--- src/rtl/risc_pkg.sv ---
// Shared encodings for the RISC core: write-back select, ALU op, shifter
// and register-select codes, plus the signed-overflow helper.
package risc_pkg;

    typedef enum logic [1:0] {
        VSEL_MDATA     = 2'b00,
        VSEL_SXIMM8    = 2'b01,
        VSEL_ZEROANDPC = 2'b10,
        VSEL_C         = 2'b11
    } vsel_e;

    typedef enum logic [1:0] {
        ALU_ADD = 2'b00,
        ALU_CMP = 2'b01,
        ALU_AND = 2'b10,
        ALU_MVN = 2'b11
    } alu_op_e;

    typedef enum logic [1:0] {
        SH_NONE = 2'b00,
        SH_LSL  = 2'b01,
        SH_LSR  = 2'b10,
        SH_ASR  = 2'b11
    } shift_e;

    // Register-select codes for the controller and decoder (one-hot).
    typedef enum logic [2:0] {
        NSEL_RN = 3'b100,
        NSEL_RD = 3'b010,
        NSEL_RM = 3'b001
    } nsel_e;

    // Signed overflow from the operand and result sign bits; only the
    // arithmetic ops can overflow.
    function automatic logic alu_ovf(input logic [1:0] op, input logic sa,
                                     input logic sb, input logic sr);
        logic v;
        v = 1'b0;
        if (op == ALU_ADD)      v = (sa == sb) && (sr != sa);
        else if (op == ALU_CMP) v = (sa != sb) && (sr != sa);
        return v;
    endfunction

endpackage

--- src/rtl/risc_datapath_reg_file8.sv ---
// 8-entry register file: one combinational read port, one synchronous
// write port, every entry cleared by the asynchronous reset.
module reg_file8 #(
    parameter int WIDTH = 16
) (
    input  logic             clk,
    input  logic             reset,
    input  logic             write,
    input  logic [2:0]       writenum,
    input  logic [2:0]       readnum,
    input  logic [WIDTH-1:0] wdata,
    output logic [WIDTH-1:0] rdata
);

    logic [7:0][WIDTH-1:0] regs_q, regs_d;

    // Next-state of the array: only the addressed entry changes on a write.
    always_comb begin
        regs_d = regs_q;
        if (write) regs_d[writenum] = wdata;
    end

    // Storage with asynchronous clear.
    always_ff @(posedge clk or posedge reset) begin
        if (reset) regs_q <= '0;
        else       regs_q <= regs_d;
    end

    assign rdata = regs_q[readnum];

endmodule

--- src/rtl/risc_datapath.sv ---
// Execution datapath: register file, A/B/C pipeline registers, B shifter,
// ALU and the {N,V,Z} status register. All strobes come from the controller.
module risc_datapath
    import risc_pkg::*;
#(
    parameter int WIDTH = 16,
    parameter int PCW   = 8
) (
    input  logic             clk,
    input  logic             reset,
    input  logic             write,
    input  logic [2:0]       writenum,
    input  logic [2:0]       readnum,
    input  logic [1:0]       vsel,
    input  logic             loada,
    input  logic             loadb,
    input  logic             asel,
    input  logic             bsel,
    input  logic             loadc,
    input  logic             loads,
    input  logic [1:0]       shift,
    input  logic [1:0]       ALUop,
    input  logic [WIDTH-1:0] mdata,
    input  logic [WIDTH-1:0] sximm8,
    input  logic [WIDTH-1:0] sximm5,
    input  logic [PCW-1:0]   pc,
    output logic [WIDTH-1:0] datapath_out,
    output logic [2:0]       status
);

    logic [WIDTH-1:0] a_q, a_d, b_q, b_d, c_q, c_d;
    logic [2:0]       status_q, status_d;
    logic [WIDTH-1:0] rdata, wdata;
    logic [WIDTH-1:0] b_sh, a_in, b_in, alu_out;
    logic [2:0]       flags;

    // Write-back source mux; the C path sees the pre-edge value of C.
    always_comb begin
        wdata = c_q;
        case (vsel)
            VSEL_MDATA:     wdata = mdata;
            VSEL_SXIMM8:    wdata = sximm8;
            VSEL_ZEROANDPC: wdata = {{(WIDTH-PCW){1'b0}}, pc};
            default:        wdata = c_q;
        endcase
    end

    reg_file8 #(.WIDTH(WIDTH)) u_rf (
        .clk      (clk),
        .reset    (reset),
        .write    (write),
        .writenum (writenum),
        .readnum  (readnum),
        .wdata    (wdata),
        .rdata    (rdata)
    );

    // Shifter, operand selection, ALU and flag generation.
    always_comb begin
        b_sh = b_q;
        case (shift)
            SH_LSL:  b_sh = {b_q[WIDTH-2:0], 1'b0};
            SH_LSR:  b_sh = {1'b0, b_q[WIDTH-1:1]};
            SH_ASR:  b_sh = {b_q[WIDTH-1], b_q[WIDTH-1:1]};
            default: b_sh = b_q;
        endcase
        a_in = asel ? '0 : a_q;
        b_in = bsel ? sximm5 : b_sh;
        alu_out = '0;
        case (ALUop)
            ALU_ADD: alu_out = a_in + b_in;
            ALU_CMP: alu_out = a_in - b_in;
            ALU_AND: alu_out = a_in & b_in;
            default: alu_out = ~b_in;
        endcase
        flags = {alu_out[WIDTH-1],
                 alu_ovf(ALUop, a_in[WIDTH-1], b_in[WIDTH-1], alu_out[WIDTH-1]),
                 (alu_out == '0)};
    end

    // Pipeline register next-state: each holds unless its strobe is set.
    always_comb begin
        a_d      = loada ? rdata   : a_q;
        b_d      = loadb ? rdata   : b_q;
        c_d      = loadc ? alu_out : c_q;
        status_d = loads ? flags   : status_q;
    end

    // A/B/C/status registers with asynchronous clear.
    always_ff @(posedge clk or posedge reset) begin
        if (reset) begin
            a_q      <= '0;
            b_q      <= '0;
            c_q      <= '0;
            status_q <= 3'b000;
        end else begin
            a_q      <= a_d;
            b_q      <= b_d;
            c_q      <= c_d;
            status_q <= status_d;
        end
    end

    assign datapath_out = c_q;
    assign status       = status_q;

endmodule
--- config.mk ---
export PLATFORM = sky130hd
export DESIGN_NAME = risc_datapath
export DESIGN_NICKNAME = d
export VERILOG_FILES = /design/src/rtl/risc_pkg.sv /design/src/rtl/risc_datapath_reg_file8.sv /design/src/rtl/risc_datapath.sv
export SDC_FILE = /design/constraint.sdc
export NUM_CORES = 1
export LEC_CHECK = 0
export CAP_MARGIN = 20
export CORE_MARGIN = 2
export CORE_UTILIZATION = 52
export CTS_CLUSTER_DIAMETER = 80
export DETAILED_ROUTE_END_ITERATION = 10
export PLACE_DENSITY = 0.86
export RECOVER_POWER = 25
export SYNTH_ARGS = -nofsm -noshare
export SYNTH_HDL_FRONTEND = slang
export SYNTH_SLANG_ARGS = --single-unit
--- constraint.sdc ---
create_clock -name clk -period 6.51 [get_ports clk]
set_clock_uncertainty 0.05 [all_clocks]
set_input_delay 1.302 -clock clk [delete_from_list [all_inputs] [get_ports clk]]
set_output_delay 1.302 -clock clk [all_outputs]
set_load 0.03 [all_outputs]
==> results of run 1 <==
[metrics by stage]
step	power, uW	cell area (sq um)
after floorplan	2500	10200
after global placement	2880	11400
after detailed placement	2940	11400
after CTS	3980	12000
after global routing	4170	12000
final	3990	12000
[cells in the mapped netlist (5+ instances only)]
library cell,instances
nor4_1,6
o211ai_1,6
mux2_2,80
a21oi_1,88
buf_6,5
nor2_1,98
nor3_1,8
mux2i_1,33
o31ai_1,5
and2_1,6
dfrtp_1,179
xnor2_1,9
mux2_1,8
or3_1,5
a31oi_1,9
clkbuf_1,48
o21a_1,8
inv_1,21
a22oi_1,9
nand3_1,5
nor2b_1,20
o21ai_0,51
buf_2,5
nand2b_1,14
a211oi_1,7
mux4_2,40
xor2_1,11
ha_1,18
nand4_1,5
a211o_1,5
nand2_1,57
[power breakdown]
| group | internal [uW] | total [uW] | switching, uW |
|---|---|---|---|
| logic | 625 | 1320 | 691 |
| clock network | 568 | 1010 | 444 |
| registers | 1420 | 1660 | 245 |
[final timing paths]
| path | end | slack (ps) | cells past startpoint |
|---|---|---|---|
| worst min-delay path | u_rf.regs_q[109] | 430 | 2 |
| max in group asynchronous | datapath_out[10] | 2310 | 3 |
| worst max register to register | status[1] | 1980 | 17 |
| worst max-delay path | status[1] | 900 | 18 |
| worst min register to register | u_rf.regs_q[109] | 430 | 2 |
| min in group asynchronous | u_rf.regs_q[7] | 2000 | 2 |
[layout make-up]
class,count,area [sq um],share of cell area [%]
well taps,265,332,2.77
flip-flops and latches,179,4480,37.4
clock buffers,17,425,3.55
inverters,24,91.3,0.763
repair buffers,118,1130,9.45
multi-input cells,679,5360,44.8
clock inverters,15,155,1.30
[layer usage]
| layer | routed length [um] | up-vias |
|---|---|---|
| met4 | 1290 | 0 |
| met1 | 11200 | 4084 |
| li1 | - | 3618 |
| met2 | 14400 | 376 |
| met3 | 1660 | 90 |
| met5 | 0 | - |
[worst max-delay path, cell delays in order]
cell and delay (ps):
clkdlybuf4s50_1 520, buf_4 320, nor2b_1 130, a211o_1 290
a22oi_1 350, a21oi_1 120, nor2_1 260, o21ai_0 190
xnor2_1 160, ha_1 330, a21oi_1 200, o21ai_0 140
or3_1 360, o2bb2ai_1 170, a31oi_1 190, xnor3_2 480
o2111ai_1 220, o311ai_1 120
[cell families (layout without fill, tap and decap cells)]
kind of cell               Yosys count  in the layout  synth area share, %
buffers and inverters               87            174                 3.67
AOI/OAI and AO/OA                  235            235                 14.9
xor gates and xnor gates            21             21                 1.95
muxes                              163            163                 22.1
DFF                                179            179                 43.9
adders and majority gates           19             19                 2.41
and+or+nand+nor                    241            241                 11.1
[flip-flops by register name, summed over array words and instances, names as in the netlist]
| name | count |
|---|---|
| a_q | 16 |
| status | 3 |
| datapath_out | 16 |
| b_q | 16 |
| u_rf.regs_q | 128 |
==> run metrics, run 1 <==
final cell count without fillers=1297; post-placement cell count=1264; startpoint class of the critical path=primary input; number of synthesized flops with an enable pin=0; Peak VDD IR=0.251 mV; critical path arrival=5860 ps; Setup TNS Final=0 ps; Post-Syn Area=10200 sq um; Setup Fix Bufs, Post-CTS=0; number of DRC markers in iteration 0=681; grt met1 use=35.6%; gr busiest metal=met2; gr ovfl total=0; Die Area=20700 sq um; Antenna Nets Post-Route=0; Final period util=86.1%; share of cells above drive strength 1=19.6%; max frequency=0.178 GHz; RR Startpoint=b_q[1]; Setup Crit Path Kind=primary input to flop; die width=144 um; Tot GR Track Use=28.5%; endpoints failing hold=0; CTS clk-pin slew, worst paths=70 ps; Mapped Avg Cell Area=10.8 sq um; power per standard cell area=333 nW/um^2; core area=19300 sq um; Worst-Margin Slew=2600 ps; Max-Cap Viols=1; sequential area share after synthesis=43.9%; Remaining DRCs=0; Antenna diodes=0; endpoints failing setup=0; Finished Core Util=61.9%; Worst slew margin=-74.3%; crit end category=flop; most common cell after layout, fill and taps aside=dfrtp_1; via count=8168; Max clock buf depth=2; top_reg_cell synth=dfrtp_1; most frequent cells in the layout=179 x dfrtp_1, 98 x nor2_1, 92 x clkdlybuf4s50_1; final worst setup slack=902 ps; post-synthesis cell count=945; hold slack=428 ps; antenna violations before repair=0; crit path time final=5610 ps; RSZ-0062 raised after global routing=false; Layout Nets=1115; RePlAce Congestion=0.931; CTS resizes=0; number of H-tree levels=4; via/cell ratio=6.30; maximum fanout along the worst path=25; Die H=144 um; failing checks=capacitance limit, slew limit; met3 GRT Util=4.47%; fill count=1452; row cnt=51; Worst Setup SP=shift[0]; hold buffer count at cts=0; clk_lat worst skew=430 ps; worst hold path type=flop to flop; vias in the first global route=8193; first-pass GRT wire length=44.6 mm; HPWL after DPL=19.5 mm; Ys Warns=0; Req. time, crit path=6760 ps; post-synth net total=1041; Pleak=0.00498 uW; Routed Wire Length=28.6 mm; Unique masters post-synth=76; largest net degree at the start of global routing=73; Pre-antenna DRT Iters=5; largest area contributor in the netlist=dfrtp_1; Initial Util=52.7%; Synth area leaders=dfrtp_1 44%, mux2_2 8.8%, mux4_2 8.8%; pre-CTS WS=501 ps; Yosys top cell area share=43.9%; Hold Crit Start=u_rf.regs_q[109]; drt wl/cell=22.0 um; Buffers on Ports=95; area grow syn2layout=17.5%; register bit count reported by yosys=179; Final Max Tran Viols=62; # IOs=96; CTS tree=yes; Root Buffer Master=clkbuf_16; M2 GR Usage=48.4%; status=finished, violations left; CTS sink count=179; CTS buffer count=17; asr flop ratio synth=100%
Note: power is estimated with default switching activity, not from simulation.
==> run 2: changes to the inputs <==
Settings changed: RECOVER_POWER 25 to 50, SLEW_MARGIN set to 20.
==> run metrics, run 2 (synthesis results as in run 1) <==
startpoint class of the critical path=primary input; HPWL after DPL=19.5 mm (unchanged); CTS resizes=0 (unchanged); RePlAce Congestion=0.931 (unchanged); Root Buffer Master=clkbuf_16; Stages on worst setup path=18 (unchanged); number of H-tree levels=4 (unchanged); Largest Register=u_rf.regs_q; Req. time, crit path=6760 ps (about the same); worst hold path type=flop to flop; Worst path slowest cell=clkdlybuf4s50_1; crit-path cells=clkdlybuf4s50_1 > buf_4 > nor2b_1 > a211o_1 > a22oi_1 > a21oi_1 > nor2_1 > o21ai_0 > xnor2_1 > ha_1 > a21oi_1 > o21ai_0 > or3_1 > o2bb2ai_1 > a31oi_1 > xnor3_2 > o2111ai_1 > o311ai_1; Die H=144 um (unchanged); CTS tree=yes; power per standard cell area=333 nW/um^2 (-0.20%); core area=19300 sq um (unchanged); area grow syn2layout=17.3%; worst path bufs/invs=2 (unchanged); status=finished, violations left; RSZ-0062 raised after global routing=false; hold endpoint=u_rf.regs_q[109]; hold buffer count at cts=0 (unchanged); die width=144 um (unchanged); CTS buffer count=17 (unchanged); Worst-Margin Slew=2600 ps (+0.683 ps); gr ovfl total=0 (unchanged); total power=3980 uW (-0.33%); R2R Path End=status[1]; Sw Ratio=34.6% (about the same); via count=8115 (-0.65%); Clk pwr share=25.4% (about the same); max frequency=0.178 GHz (about the same); clk_lat worst skew=430 ps (about the same); number of DRC markers in iteration 0=738 (+8.4%); Pleak=0.00498 uW (+0.11%); CTS clk-pin slew, worst paths=70 ps (about the same); most common cell after layout, fill and taps aside=dfrtp_1; Net Switching=1380 uW (-0.24%); Largest register FFs=128 (unchanged); Routed Wire Length=28.5 mm (-0.27%); vias in the first global route=8193 (unchanged); failing checks=capacitance limit, slew limit; Setup TNS Final=0 ps (unchanged); Seq pwr share=41.8% (about the same); first-pass GRT wire length=44.6 mm (unchanged); Pre-antenna DRT Iters=5 (unchanged); Antenna Nets Post-Route=0 (unchanged); most frequent cells in the layout=179 x dfrtp_1, 98 x nor2_1, 88 x a21oi_1; Layout Nets=1115 (unchanged); Reg2Reg Depth=17 (unchanged); row cnt=51 (unchanged); R2R Setup Slk=1970 ps (about the same); endpoints failing hold=0 (unchanged); delay-heaviest family, CP=compound AO/OA/AOI/OAI gates; share of cells above drive strength 1=19.5% (-0.097 points); Worst slew margin=-74.4% (about the same); Setup Crit Path Kind=primary input to flop; Die Area=20700 sq um (unchanged); endpoints failing setup=0 (unchanged); critical path arrival=5850 ps (about the same); Max clock buf depth=2 (unchanged); Max-Cap Viols=3 (+2); maximum fanout along the worst path=25 (unchanged); power share of the combinational group=32.8% (-0.2 points); Setup Fix Bufs, Post-CTS=0 (unchanged); Buffers on Ports=95 (unchanged); pre-CTS WS=501 ps (unchanged); antenna violations before repair=0 (unchanged); crit path time final=5610 ps (-2.90 ps); Hold Crit Start=u_rf.regs_q[109]; final worst setup slack=905 ps (+2.90 ps); Hold Crit Depth=2 (unchanged); Tot GR Track Use=28.5% (unchanged); drt wl/cell=22.0 um (-0.27%); CTS sink count=179 (unchanged); Initial Util=52.7% (unchanged); # IOs=96 (unchanged); Remaining DRCs=0 (unchanged); crit end category=flop; RR Startpoint=b_q[1]; Pint=2600 uW (-0.38%); fill count=1451 (-0.069%); Final period util=86.1% (about the same); via/cell ratio=6.26 (-0.65%); largest net degree at the start of global routing=73 (unchanged); Antenna diodes=0 (unchanged); Peak VDD IR=0.250 mV (-0.33%); Final Max Tran Viols=168 (+170%); CP max stage delay=510 ps (about the same)
## run 2: routing by layer
| layer | vias up | GRT usage [%] | routed length [um] |
|---|---|---|---|
| met1 | 4072 | 35.6 | 11100 |
| met5 | - | 0 | 0 |
| met4 | 0 | 14.5 | 1270 |
| met2 | 346 | 48.4 | 14400 |
| met3 | 85 | 4.47 | 1710 |
| li1 | 3612 | - | - |
## run 2: power groups by stage
stage	sequential [uW]	clock, uW	combinational [uW]
2_1_floorplan	1640	0	855
3_3_place_gp	1640	0	1240
3_5_place_dp	1660	0	1280
4_1_cts	1650	1020	1310
5_1_grt	1690	1070	1400
6_report	1660	1010	1310
## run 2: worst max-delay path by stage
stage | startpoint | end
floorplan | reset | a_q[0]
global placement | bsel | status[1]
detailed placement | shift[0] | status[1]
CTS | bsel | status[1]
global route | shift[1] | status[1]
finish | shift[0] | status[1]
## run 2: worst register-to-register path, stage by stage (launching register included)
cell	delay [ps]
dfrtp_1	440
mux2_2	300
o221ai_1	270
ha_1	210
and2_1	140
a31oi_1	120
nor2_1	290
o21ai_0	190
xnor2_1	160
ha_1	330
a21oi_1	200
o21ai_0	140
or3_1	360
o2bb2ai_1	170
a31oi_1	190
xnor3_2	480
o2111ai_1	220
o311ai_1	120
## run 2: area by class of cell
type / count / area, sq um / area share, %
Timing Repair Buffer: 118 / 1110 / 9.32
Multi-Input combinational cell: 679 / 5360 / 44.8
Clock buffer: 17 / 425 / 3.56
Sequential cell: 179 / 4480 / 37.5
Inverter: 24 / 91.3 / 0.764
Clock inverter: 15 / 155 / 1.30
Tap cell: 265 / 332 / 2.77
## run 2: through the flow
step	hold slack (ps)	instances	utilization [%]	area, sq um
floorplan	395	945	-	10200
global placement	407	1264	58.8	11400
detailed placement	419	1264	58.8	11400
CTS	434	1296	61.8	12000
global route	452	1297	61.8	12000
finish	429	1297	61.8	12000
